**config.mk**
```make
export PLATFORM = sky130hd
export DESIGN_NAME = div_unit
export DESIGN_NICKNAME = d
export VERILOG_FILES = /design/src/rtl/div_unit_pkg.sv /design/src/rtl/div_unit.sv
export SDC_FILE = /design/constraint.sdc
export NUM_CORES = 1
export LEC_CHECK = 0
export BUFFER_PORTS_ARGS = -buffer_cell sky130_fd_sc_hd__buf_2
export CAP_MARGIN = 20
export CORE_MARGIN = 10
export CORE_UTILIZATION = 60
export CTS_CLUSTER_DIAMETER = 50
export DETAILED_ROUTE_END_ITERATION = 16
export PLACE_DENSITY = 0.83
export SYNTH_ARGS = -nofsm -noshare
export SYNTH_HDL_FRONTEND = slang
export SYNTH_SLANG_ARGS = --single-unit
export TNS_END_PERCENT = 10
```
**constraint.sdc**
```tcl
create_clock -name clk -period 5.5 [get_ports clk]
set_input_delay 0 -clock clk [delete_from_list [all_inputs] [get_ports clk]]
set_output_delay 0 -clock clk [all_outputs]
set_load 0.005 [all_outputs]
```
**src/rtl/div_unit_pkg.sv**
```systemverilog
// -----------------------------------------------------------------------------
// div_unit_pkg
//   Shared definitions for the execute-stage integer divider: bus widths,
//   handshake levels and the divider state encoding.
// -----------------------------------------------------------------------------
package div_unit_pkg;

    localparam int REG_BUS        = 32;
    localparam int DOUBLE_REG_BUS = 64;

    localparam logic [REG_BUS-1:0] ZERO_WORD = '0;

    localparam logic DIV_START           = 1'b1;
    localparam logic DIV_STOP            = 1'b0;
    localparam logic DIV_RESULT_READY    = 1'b1;
    localparam logic DIV_RESULT_NOT_READY = 1'b0;

    typedef enum logic [1:0] {
        DIV_FREE    = 2'b00,
        DIV_BY_ZERO = 2'b01,
        DIV_ON      = 2'b10,
        DIV_END     = 2'b11
    } div_state_e;

endpackage

```
**src/rtl/div_unit.sv**
```systemverilog
// -----------------------------------------------------------------------------
// div_unit
//   Multi-cycle 32-bit radix-2 restoring divider for DIV/DIVU/REM/REMU.
//   One quotient bit per cycle; RISC-V divide-by-zero and overflow results.
//
// Ports
//   clk          rising-edge clock
//   rst          synchronous active-high reset
//   signed_div_i 1 = signed (DIV/REM), 0 = unsigned (DIVU/REMU)
//   opdata1_i    dividend
//   opdata2_i    divisor
//   start_i      request, held by the producer until ready_o
//   annul_i      flush: abort the operation in flight (beats start_i)
//   result_o     {remainder, quotient}, registered
//   ready_o      high while result_o is valid, registered
// -----------------------------------------------------------------------------
module div_unit
    import div_unit_pkg::*;
(
    input  logic                      clk,
    input  logic                      rst,
    input  logic                      signed_div_i,
    input  logic [REG_BUS-1:0]        opdata1_i,
    input  logic [REG_BUS-1:0]        opdata2_i,
    input  logic                      start_i,
    input  logic                      annul_i,
    output logic [DOUBLE_REG_BUS-1:0] result_o,
    output logic                      ready_o
);

    // Magnitude of a two's-complement word. 0x8000_0000 maps to itself,
    // which is exactly the unsigned magnitude we need for the overflow case.
    function automatic logic [REG_BUS-1:0] abs_word(input logic signed [REG_BUS-1:0] v);
        logic signed [REG_BUS-1:0] n;
        n = -v;
        return v[REG_BUS-1] ? n : v;
    endfunction

    function automatic logic [REG_BUS-1:0] neg_if(input logic [REG_BUS-1:0] v,
                                                  input logic              en);
        logic signed [REG_BUS-1:0] s;
        s = $signed(v);
        return en ? -s : s;
    endfunction

    div_state_e         state;
    logic [4:0]         cnt;
    // Shift register: starts as the dividend magnitude, and the quotient bits
    // are shifted in from the bottom as dividend bits leave from the top.
    logic [REG_BUS-1:0] dividend;
    logic [REG_BUS-1:0] rem;
    logic [REG_BUS-1:0] divisor;
    logic               qneg;
    logic               rneg;

    logic [REG_BUS:0]          rem_sh;
    logic signed [REG_BUS:0]   trial;
    logic                      qbit;
    logic [REG_BUS-1:0]        rem_nxt;
    logic [REG_BUS-1:0]        quo_nxt;
    logic                      abort;

    // One restoring step. rem < divisor always holds, so the shifted
    // remainder is below 2*divisor and the difference fits 33 signed bits.
    always_comb begin
        rem_sh  = {rem, dividend[REG_BUS-1]};
        trial   = $signed(rem_sh - {1'b0, divisor});
        qbit    = ~trial[REG_BUS];
        rem_nxt = qbit ? trial[REG_BUS-1:0] : rem_sh[REG_BUS-1:0];
        quo_nxt = {dividend[REG_BUS-2:0], qbit};
        abort   = annul_i || (start_i == DIV_STOP);
    end

    always_ff @(posedge clk) begin
        if (rst) begin
            state    <= DIV_FREE;
            cnt      <= '0;
            ready_o  <= DIV_RESULT_NOT_READY;
            result_o <= '0;
        end else begin
            case (state)
                DIV_FREE: begin
                    ready_o  <= DIV_RESULT_NOT_READY;
                    result_o <= '0;
                    if (start_i == DIV_START && !annul_i) begin
                        qneg <= signed_div_i & (opdata1_i[REG_BUS-1] ^ opdata2_i[REG_BUS-1]);
                        rneg <= signed_div_i & opdata1_i[REG_BUS-1];
                        if (opdata2_i == ZERO_WORD) begin
                            // Raw dividend: the remainder of x/0 is x in both modes.
                            dividend <= opdata1_i;
                            state    <= DIV_BY_ZERO;
                        end else begin
                            dividend <= signed_div_i ? abs_word($signed(opdata1_i)) : opdata1_i;
                            divisor  <= signed_div_i ? abs_word($signed(opdata2_i)) : opdata2_i;
                            rem      <= ZERO_WORD;
                            cnt      <= '0;
                            state    <= DIV_ON;
                        end
                    end
                end

                DIV_BY_ZERO: begin
                    if (abort) begin
                        state    <= DIV_FREE;
                        ready_o  <= DIV_RESULT_NOT_READY;
                        result_o <= '0;
                    end else begin
                        result_o <= {dividend, ~ZERO_WORD};
                        ready_o  <= DIV_RESULT_READY;
                        state    <= DIV_END;
                    end
                end

                DIV_ON: begin
                    if (abort) begin
                        state    <= DIV_FREE;
                        cnt      <= '0;
                        ready_o  <= DIV_RESULT_NOT_READY;
                        result_o <= '0;
                    end else begin
                        dividend <= quo_nxt;
                        rem      <= rem_nxt;
                        cnt      <= cnt + 5'd1;
                        if (cnt == 5'd31) begin
                            result_o <= {neg_if(rem_nxt, rneg), neg_if(quo_nxt, qneg)};
                            ready_o  <= DIV_RESULT_READY;
                            state    <= DIV_END;
                        end
                    end
                end

                DIV_END: begin
                    // Result is held until the producer releases start_i.
                    if (abort) begin
                        state    <= DIV_FREE;
                        ready_o  <= DIV_RESULT_NOT_READY;
                        result_o <= '0;
                    end
                end

                default: begin
                    state    <= DIV_FREE;
                    ready_o  <= DIV_RESULT_NOT_READY;
                    result_o <= '0;
                end
            endcase
        end
    end

endmodule

```
== Word-level counts from Yosys, hierarchy flattened ==
Index checks and enable logic that the tools add are counted.

* Input port bits: 69
* Flip-flop bits (word level): 170

* $add $sub $neg: 6
* Bitwise gates (word level): 7
* Equal/unequal tests: 9
* Reduce and logical (&&, ||, !) cells: 13
* Multiplexer cells: 36

{| class="wikitable"
|+ Operators by type and width
! operator !! count
|-
| 2-to-1 mux 32 bit || 13
|-
| 2-to-1 mux 64 bit || 4
|-
| one-hot mux 64 bit (4 select lines) || 1
|-
| negation 32 bit || 4
|-
| one-hot mux 32 bit (2 select lines) || 2
|-
| subtractor 33 x 32 -> 33 bit || 1
|-
| logical NOT 32 bit || 1
|-
| 2-to-1 mux 5 bit || 3
|-
| 2-to-1 mux 2 bit || 6
|-
| one-hot mux 5 bit (2 select lines) || 1
|-
| AND reduction 3 bit || 3
|-
| != test 2 bit (second input constant) || 4
|-
| one-hot mux 2 bit (4 select lines) || 1
|-
| AND reduction 4 bit || 2
|-
| adder 5 x 1 -> 5 bit (second input constant) || 1
|-
| == test 5 bit (second input constant) || 1
|-
| AND reduction 5 bit || 1
|-
| == test 2 bit (second input constant) || 2
|-
| 2-to-1 mux 1 bit || 4
|-
| inverter 1 bit || 4
|-
| one-hot mux 1 bit (4 select lines) || 1
|-
| != test 3 bit (second input constant) || 1
|-
| AND 1 bit || 2
|-
| == test 2 x 1 -> 1 bit (second input constant) || 1
|-
| other kinds (7) || 7
|}

== Longest topological paths before layout ==
Gate-level depths: netlist (run 1).

* Depth after elaboration: 7
* Depth in mapped cells: 23
* Mapped depth without buffers: 20

== Worst setup path before layout (run 1) ==
Ideal clock, no wire load.

* Path type: flip-flop to flip-flop
* Start: register dividend[31]
* End: register result_o[62]
* Data arrival time: 4.888 ns
* Setup slack: 0.552 ns
* Setup time: 0.059 ns
* Data required time: 5.441 ns
* Cell stages (with the launch flop): 23
* Buffers on the path: 3
* Cell sequence: edfxtp_1 inv_1 ha_1 fa_1 nand2b_1 a21bo_4 a2111oi_4 o211ai_2 a211oi_4 buf_2 buf_2 buf_2 a21oi_1 inv_1 ha_1 o21ai_0 nor4_1 nand2_1 nor3_1 a31oi_1 or4_1 a21oi_1 o31a_1

* Word-level cells in the longest chain between the ends: 7

{| class="wikitable"
|+ Ends and longest elaborated chain
! item !! line !! RTL
|-
| start: declaration || div_unit.sv:50 || <nowiki>logic [REG_BUS-1:0] dividend;</nowiki>
|-
| start signal: assignment || div_unit.sv:90 || <nowiki>dividend <= opdata1_i;</nowiki>
|-
| start signal: assignment || div_unit.sv:93 || <nowiki>dividend <= signed_div_i ? abs_word($signed(opdata1_i)) : opdata1_i;</nowiki>
|-
| start signal: assignment || div_unit.sv:121 || <nowiki>dividend <= quo_nxt;</nowiki>
|-
| subtractor 33 x 32 -> 33 bit || div_unit.sv:67 || <nowiki>trial = $signed(rem_sh - {1'b0, divisor});</nowiki>
|-
| 2-to-1 mux 32 bit (*) || div_unit.sv:69 || <nowiki>rem_nxt = qbit ? trial[REG_BUS-1:0] : rem_sh[REG_BUS-1:0];</nowiki>
|-
| negation 32 bit || div_unit.sv:43 || <nowiki>return en ? -s : s;</nowiki>
|-
| 2-to-1 mux 32 bit (*) || div_unit.sv:43 ||
|-
| 2-to-1 mux 64 bit (*) || div_unit.sv:124 || <nowiki>if (cnt == 5'd31) begin</nowiki>
|-
| 2-to-1 mux 64 bit (*) || div_unit.sv:115 || <nowiki>if (abort) begin</nowiki>
|-
| one-hot mux 64 bit (4 select lines) (*) || div_unit.sv:81 || <nowiki>case (state)</nowiki>
|-
| end signal: assignment || div_unit.sv:108 || <nowiki>result_o <= {dividend, ~ZERO_WORD};</nowiki>
|-
| end signal: assignment || div_unit.sv:125 || <nowiki>result_o <= {neg_if(rem_nxt, rneg), neg_if(quo_nxt, qneg)};</nowiki>
|-
| end: declaration || div_unit.sv:27 || <nowiki>output logic [DOUBLE_REG_BUS-1:0] result_o,</nowiki>
|}

Every way passes the cells marked *; elsewhere a longest branch is shown, timed or not. The select of a mux whose other input is x is not followed.
A chain may end at the register's enable or synchronous reset.

== Worst setup path in the final report (run 1) ==
Ends and elaborated chain as after synthesis.

==> impl_metrics.json, run 1 <==
{
  "status": "finished, final reports clean",
  "crit_fanout": 12,
  "grt_pass1_vias": 11500,
  "global_route.usage.total": 0.291,
  "fp.dieH_um": 163,
  "core_region_area_sq_um": 20100,
  "synthesis.area_sq_um": 12200,
  "crit_required_ns": 5.89,
  "power.clock.fraction": 0.378,
  "globalRouteOverflowTotal": 0,
  "net_sw_power_mw": 1.03,
  "layout_common_cells": "sky130_fd_sc_hd__nor2_1, sky130_fd_sc_hd__o21ai_0, sky130_fd_sc_hd__buf_2",
  "routed-via-count": 12400,
  "insertion_delay_ns": 0.45,
  "postLayoutCoreUtil": 0.706,
  "path_clk_slew_ns": 0.07,
  "async_flop_share": 0,
  "boundaryPins": 134,
  "clock_tree_from_tritoncts": "done",
  "clock_sinks": 170,
  "internal_power_mw": 2.29,
  "synth_enable_flop_cells": 98,
  "final_net_count": 1697,
  "worst-slew-pin-transition_ns": 1.05,
  "num_rows": 52,
  "hold_wc_path_type": "in2reg",
  "p_leak_nw": 5.42,
  "detail_route.wirelength_mm": 39.7,
  "synthesis.yosys.warnings": 0,
  "place_area_sq_um": 13100,
  "design_power_total_mw": 3.32,
  "fp.dieW_um": 163,
  "grt_max_degree": 65,
  "drive_above_1_share": 0.133,
  "worst-setup-path-type": "reg2reg",
  "finalHoldViolations": 0,
  "cts_made_buffers": 17,
  "cts_buffer_depth": 2,
  "via_per_inst": 6.61,
  "setup_tns_ns": 0,
  "cellPowerDensity_nw_per_um2": 234,
  "startpoint_of_the_most_critical_setup_path": "dividend[31]",
  "worst_hold_startpoint": "opdata1_i[20]",
  "ys_ff_latch": 170,
  "yosysUniqueCellTypes": 79,
  "antenna_found_initial": 1,
  "setup-violations-final": 0,
  "rsz0062_at_grt": "false",
  "maxCapViolCount": 0,
  "power.sequential.fraction": 0.431,
  "drc_errors": 0,
  "synth_area_per_inst_sq_um": 8.45,
  "layout.cells.most_common": "sky130_fd_sc_hd__nor2_1",
  "postCtsResizedCells": 0,
  "layout.cells.non_filler": 1869,
  "power.combinational.fraction": 0.192,
  "mapped_cells": 1446,
  "design_area_sq_um": 14200,
  "dpl.hpwl_mm": 28.9,
  "die_area_sq_um": 26500,
  "placed_cells": 1785,
  "finalClockSkew_ns": 0.0127,
  "start_kind": "flip-flop",
  "power.switching_fraction": 0.311,
  "synth_nets": 1558,
  "drtPass1Iterations": 7,
  "clock_tree.htree_level_count": 4,
  "post-route-min-period_ns": 5.07,
  "cts_root_buffer": "sky130_fd_sc_hd__clkbuf_16",
  "io_buffers": 133,
  "worst_r2r_startpoint": "dividend[31]",
  "ant_nets": 0,
  "drt-initial-drc-count": 1890,
  "layout-area-overhead-vs-synth_pct": 16.2,
  "global_route_wire_length_before_repair_mm": 62.0,
  "place_congestion": 0.981,
  "synth_seq_area_share": 0.359,
  "cp-end-kind": "flip-flop",
  "maxSlewViolCount": 0,
  "initial_utilization": 0.608,
  "max_freq_ghz": 0.197,
  "irDropWorstVdd_mv": 0.234,
  "wl_per_cell_um": 21.3,
  "timing.slew.headroom": 0.298,
  "period_share": 0.922,
  "synth-main-ff-cell": "sky130_fd_sc_hd__edfxtp_1",
  "timing.critical_path.arrival_ns": 5.46
}
## repair_timing
item	in CTS	in global routing
setup buffers	0	0
hold buffers	51	0
hold endpoints to repair	51	0
## worst max-delay path, stage by stage, from the launching register on
cell,delay (ns)
sky130_fd_sc_hd__edfxtp_1,0.41
sky130_fd_sc_hd__inv_1,0.07
sky130_fd_sc_hd__ha_1,0.23
sky130_fd_sc_hd__fa_1,0.41
sky130_fd_sc_hd__nand2b_1,0.21
sky130_fd_sc_hd__a21bo_4,0.26
sky130_fd_sc_hd__a2111oi_4,0.40
sky130_fd_sc_hd__o211ai_2,0.14
sky130_fd_sc_hd__a211oi_4,0.62
sky130_fd_sc_hd__a21oi_1,0.19
sky130_fd_sc_hd__inv_1,0.11
sky130_fd_sc_hd__ha_1,0.18
sky130_fd_sc_hd__o21ai_0,0.15
sky130_fd_sc_hd__nor4_1,0.21
sky130_fd_sc_hd__buf_4,0.18
sky130_fd_sc_hd__nand2_1,0.06
sky130_fd_sc_hd__nor3_1,0.20
sky130_fd_sc_hd__a31oi_1,0.19
sky130_fd_sc_hd__or4_1,0.46
sky130_fd_sc_hd__a21oi_1,0.18
sky130_fd_sc_hd__o31a_1,0.15
## area by class of cell
class	count	area, sq um
Tap cell	270	338
Multi-Input combinational cell	1136	7310
Clock buffer	19	475
Clock inverter	13	148
Timing Repair Buffer	202	1310
Fill cell	1510	5910
Inverter	58	220
Sequential cell	170	4380
Antenna cell	1	2.50
## flip-flops by register name, indices dropped and copies added (netlist names)
name	flops
cnt	5
divisor	32
state	2
qneg	1
rem	32
rneg	1
dividend	32
result_o	64
ready_o	1
## power groups by stage
| stage | Clock (mW) | Combinational (mW) | Sequential [mW] |
|---|---|---|---|
| after CTS | 1.25 | 0.616 | 1.43 |
| after global routing | 1.30 | 0.689 | 1.43 |
| after detailed placement | 0 | 0.582 | 1.45 |
| after floorplan | 0 | 0.419 | 1.44 |
| after global placement | 0 | 0.570 | 1.45 |
| final | 1.25 | 0.635 | 1.43 |
## routing by layer
| metal | track usage | share of wire | up-vias |
|---|---|---|---|
| li1 | - | - | 5633 |
| met1 | 0.389 | 0.40 | 5757 |
| met2 | 0.456 | 0.45 | 828 |
| met3 | 0.0594 | 0.11 | 133 |
| met4 | 0.111 | 0.035 | 0 |
| met5 | 0 | 0 | - |
## cells by family after synthesis
kind of cell,Yosys count,synth area share
AOI/OAI and AO/OA,445,0.236
xor gates and xnor gates,132,0.0946
adders and majority gates,43,0.0447
buffers and inverters,140,0.0450
DFF,170,0.359
muxes,33,0.0273
and+or+nand+nor,483,0.193
## synthesized netlist by cell type (6+ instances only)
library cell | instances | share of area
sky130_fd_sc_hd__buf_2 | 14 | 0.0057
sky130_fd_sc_hd__nor4_1 | 16 | 0.0082
sky130_fd_sc_hd__o21ai_0 | 134 | 0.055
sky130_fd_sc_hd__a21oi_1 | 88 | 0.036
sky130_fd_sc_hd__nor3_1 | 45 | 0.018
sky130_fd_sc_hd__o211ai_1 | 11 | 0.0068
sky130_fd_sc_hd__o21ai_1 | 20 | 0.0082
sky130_fd_sc_hd__a31oi_1 | 12 | 0.0061
sky130_fd_sc_hd__and2_1 | 12 | 0.0061
sky130_fd_sc_hd__nor2b_1 | 9 | 0.0046
sky130_fd_sc_hd__a22oi_1 | 45 | 0.028
sky130_fd_sc_hd__a211oi_1 | 7 | 0.0043
sky130_fd_sc_hd__nand3_1 | 19 | 0.0078
sky130_fd_sc_hd__ha_1 | 42 | 0.043
sky130_fd_sc_hd__nor2_1 | 141 | 0.043
sky130_fd_sc_hd__o31ai_1 | 22 | 0.014
sky130_fd_sc_hd__xnor2_1 | 55 | 0.039
sky130_fd_sc_hd__clkbuf_1 | 64 | 0.020
sky130_fd_sc_hd__or2_2 | 6 | 0.0031
sky130_fd_sc_hd__mux2i_1 | 30 | 0.025
sky130_fd_sc_hd__o2111ai_1 | 6 | 0.0043
sky130_fd_sc_hd__dfxtp_1 | 72 | 0.12
sky130_fd_sc_hd__xor2_1 | 77 | 0.055
sky130_fd_sc_hd__nor3b_1 | 8 | 0.0049
sky130_fd_sc_hd__nand2_1 | 126 | 0.039
sky130_fd_sc_hd__nand4_1 | 12 | 0.0061
sky130_fd_sc_hd__inv_1 | 55 | 0.017
sky130_fd_sc_hd__a21o_1 | 12 | 0.0074
sky130_fd_sc_hd__and3_1 | 8 | 0.0041
sky130_fd_sc_hd__a221oi_1 | 8 | 0.0057
sky130_fd_sc_hd__o41ai_1 | 11 | 0.0079
sky130_fd_sc_hd__edfxtp_1 | 98 | 0.24
sky130_fd_sc_hd__nand2b_1 | 15 | 0.0077
sky130_fd_sc_hd__or3_1 | 22 | 0.011
sky130_fd_sc_hd__o22ai_1 | 10 | 0.0051
sky130_fd_sc_hd__or4_1 | 23 | 0.014
## final timing paths
check,to,slack (ns),cells after the start
worst min-delay path,dividend[20],0.004,3
worst max register to register,result_o[62],0.43,20
worst min register to register,result_o[13],0.48,2
worst max-delay path,result_o[62],0.43,20
## through the flow
stage | worst slack, ns | hold WS, ns
after floorplan | 0.552 | 0.0989
after global placement | 0.744 | 0.266
after detailed placement | 0.593 | 0.275
after CTS | 0.523 | 0.00177
after global routing | 0.0769 | 0.0233
final | 0.429 | 0.00398
(Power assumes the default switching activity.)
==> run 2, diff against run 1 <==
Settings changed: RECOVER_POWER from default to 50.
==> impl_metrics.json, run 2 (synthesis results as in run 1) <==
{
  "status": "finished with violations",
  "failed_checks": "capacitance limit, slew limit",
  "start_kind": "flip-flop",
  "timing.slew.headroom": -0.570,
  "cellPowerDensity_nw_per_um2": 235,
  "hold_wc_path_type": "in2reg",
  "setup_tns_ns": 0,
  "critical_path.slowest_cell": "sky130_fd_sc_hd__a211oi_4",
  "final.hold.worst_slack_ns": 0.00179,
  "dpl.hpwl_mm": 28.9,
  "detail_route.wirelength_mm": 39.9,
  "worst-setup-path-type": "reg2reg",
  "period_share": 0.923,
  "insertion_delay_ns": 0.45,
  "finalHoldViolations": 0,
  "cts_made_buffers": 17,
  "place_ws_ns": 0.593,
  "worst-slew-pin-transition_ns": 2.35,
  "fp.dieH_um": 163,
  "cp_top_family": "compound AO/OA/AOI/OAI gates",
  "max_freq_ghz": 0.197,
  "clock_tree.htree_level_count": 4,
  "grt_pass1_vias": 11500,
  "via_per_inst": 6.57,
  "core_region_area_sq_um": 20100,
  "ant_nets": 0,
  "timing.critical_path.arrival_ns": 5.46,
  "routed-via-count": 12300,
  "layout.cells.most_common": "sky130_fd_sc_hd__nor2_1",
  "clock_sinks": 170,
  "setup-violations-final": 0,
  "global_route_wire_length_before_repair_mm": 62.0,
  "max_flop_register": "result_o",
  "drive_above_1_share": 0.0926,
  "p_leak_nw": 5.15,
  "crit_fanout": 12,
  "final_net_count": 1697,
  "place_congestion": 0.981,
  "finalClockSkew_ns": 0.0151,
  "cts_root_buffer": "sky130_fd_sc_hd__clkbuf_16",
  "rsz0062_at_grt": "false",
  "fp.dieW_um": 163,
  "final.setup.worst_slack_ns": 0.426,
  "cp-end-kind": "flip-flop",
  "crit_chain": "inv_1, ha_1, fa_1, nand2b_1, a21bo_4, a2111oi_4, o211ai_2, a211oi_4, a21oi_1, inv_1, ha_1, o21ai_0, nor4_1, buf_4, nand2_1, nor3_1, a31oi_1, or4_1, a21oi_1, o31a_1",
  "worst_path_bufs_invs": 3,
  "antenna_found_initial": 1,
  "wl_per_cell_um": 21.3,
  "drc_errors": 0,
  "path_clk_slew_ns": 0.07,
  "global_route.usage.total": 0.291,
  "cp_slowest_stage_delay_ns": 0.62,
  "die_area_sq_um": 26500,
  "layout-area-overhead-vs-synth_pct": 15.4,
  "layout_common_cells": "sky130_fd_sc_hd__nor2_1, sky130_fd_sc_hd__o21ai_0, sky130_fd_sc_hd__nand2_1",
  "maxCapViolCount": 3,
  "postCtsResizedCells": 0,
  "nFillCells": 1550,
  "number_of_flip_flops_under_the_largest_register_name": 64,
  "clock_tree_from_tritoncts": "done",
  "io_buffers": 133,
  "globalRouteOverflowTotal": 0,
  "boundaryPins": 134,
  "crit_required_ns": 5.89,
  "num_rows": 52,
  "initial_utilization": 0.608,
  "maxSlewViolCount": 115,
  "post-route-min-period_ns": 5.07,
  "grt_max_degree": 65,
  "cts_buffer_depth": 2,
  "irDropWorstVdd_mv": 0.232,
  "drt-initial-drc-count": 1807,
  "drtPass1Iterations": 7
}
## run 2: per-stage QoR
step                area, sq um   util  power [mW]  cells
floorplan                 12200      -        1.85   1446
global placement          13100  0.649        2.02   1785
detailed placement        13100  0.649        2.04   1785
CTS                       14200  0.706        3.29   1868
global route              14100  0.701        3.42   1869
finish                    14100  0.701        3.31   1869
## run 2: power by group
group | leakage [nW] | internal [mW] | switching, mW
Sequential | 1.49 | 1.39 | 0.0411
Combinational | 3.36 | 0.235 | 0.398
Clock | 0.305 | 0.662 | 0.589
## run 2: cell type report
class / count / area, sq um / share of cell area
Antenna cell: 1 / 2.50 / 0.000178
Clock buffer: 19 / 475 / 0.0337
Clock inverter: 13 / 148 / 0.0105
Inverter: 58 / 220 / 0.0156
Multi-Input combinational cell: 1136 / 7300 / 0.518
Sequential cell: 170 / 4380 / 0.311
Tap cell: 270 / 338 / 0.0240
Timing Repair Buffer: 202 / 1230 / 0.0870
## run 2: tightest hold or removal path, cell delays in order
cell and delay (ns):
sky130_fd_sc_hd__buf_2 0.09, sky130_fd_sc_hd__xor2_1 0.05, sky130_fd_sc_hd__o21ai_0 0.17
## run 2: worst paths after layout
kind	from	end	slack [ns]	cells after the start
hold reg to reg	result_o[13]	result_o[13]	0.49	2
setup / recovery	dividend[31]	result_o[62]	0.43	20
setup reg to reg	dividend[31]	result_o[62]	0.43	20
hold / removal	opdata1_i[20]	dividend[20]	0.002	3
## run 2: metal layers
layer | GRT usage | share of wire | vias up
met3 | 0.0594 | 0.11 | 120
met1 | 0.389 | 0.40 | 5726
li1 | - | - | 5629
met4 | 0.111 | 0.034 | 0
met2 | 0.456 | 0.46 | 803
met5 | 0 | 0 | -
## run 2: what timing repair did
action	in CTS	in global routing
hold buffers	51	0
endpoints found under the hold margin	51	0
endpoints found under the setup margin	0	0
buffers inserted	0	0
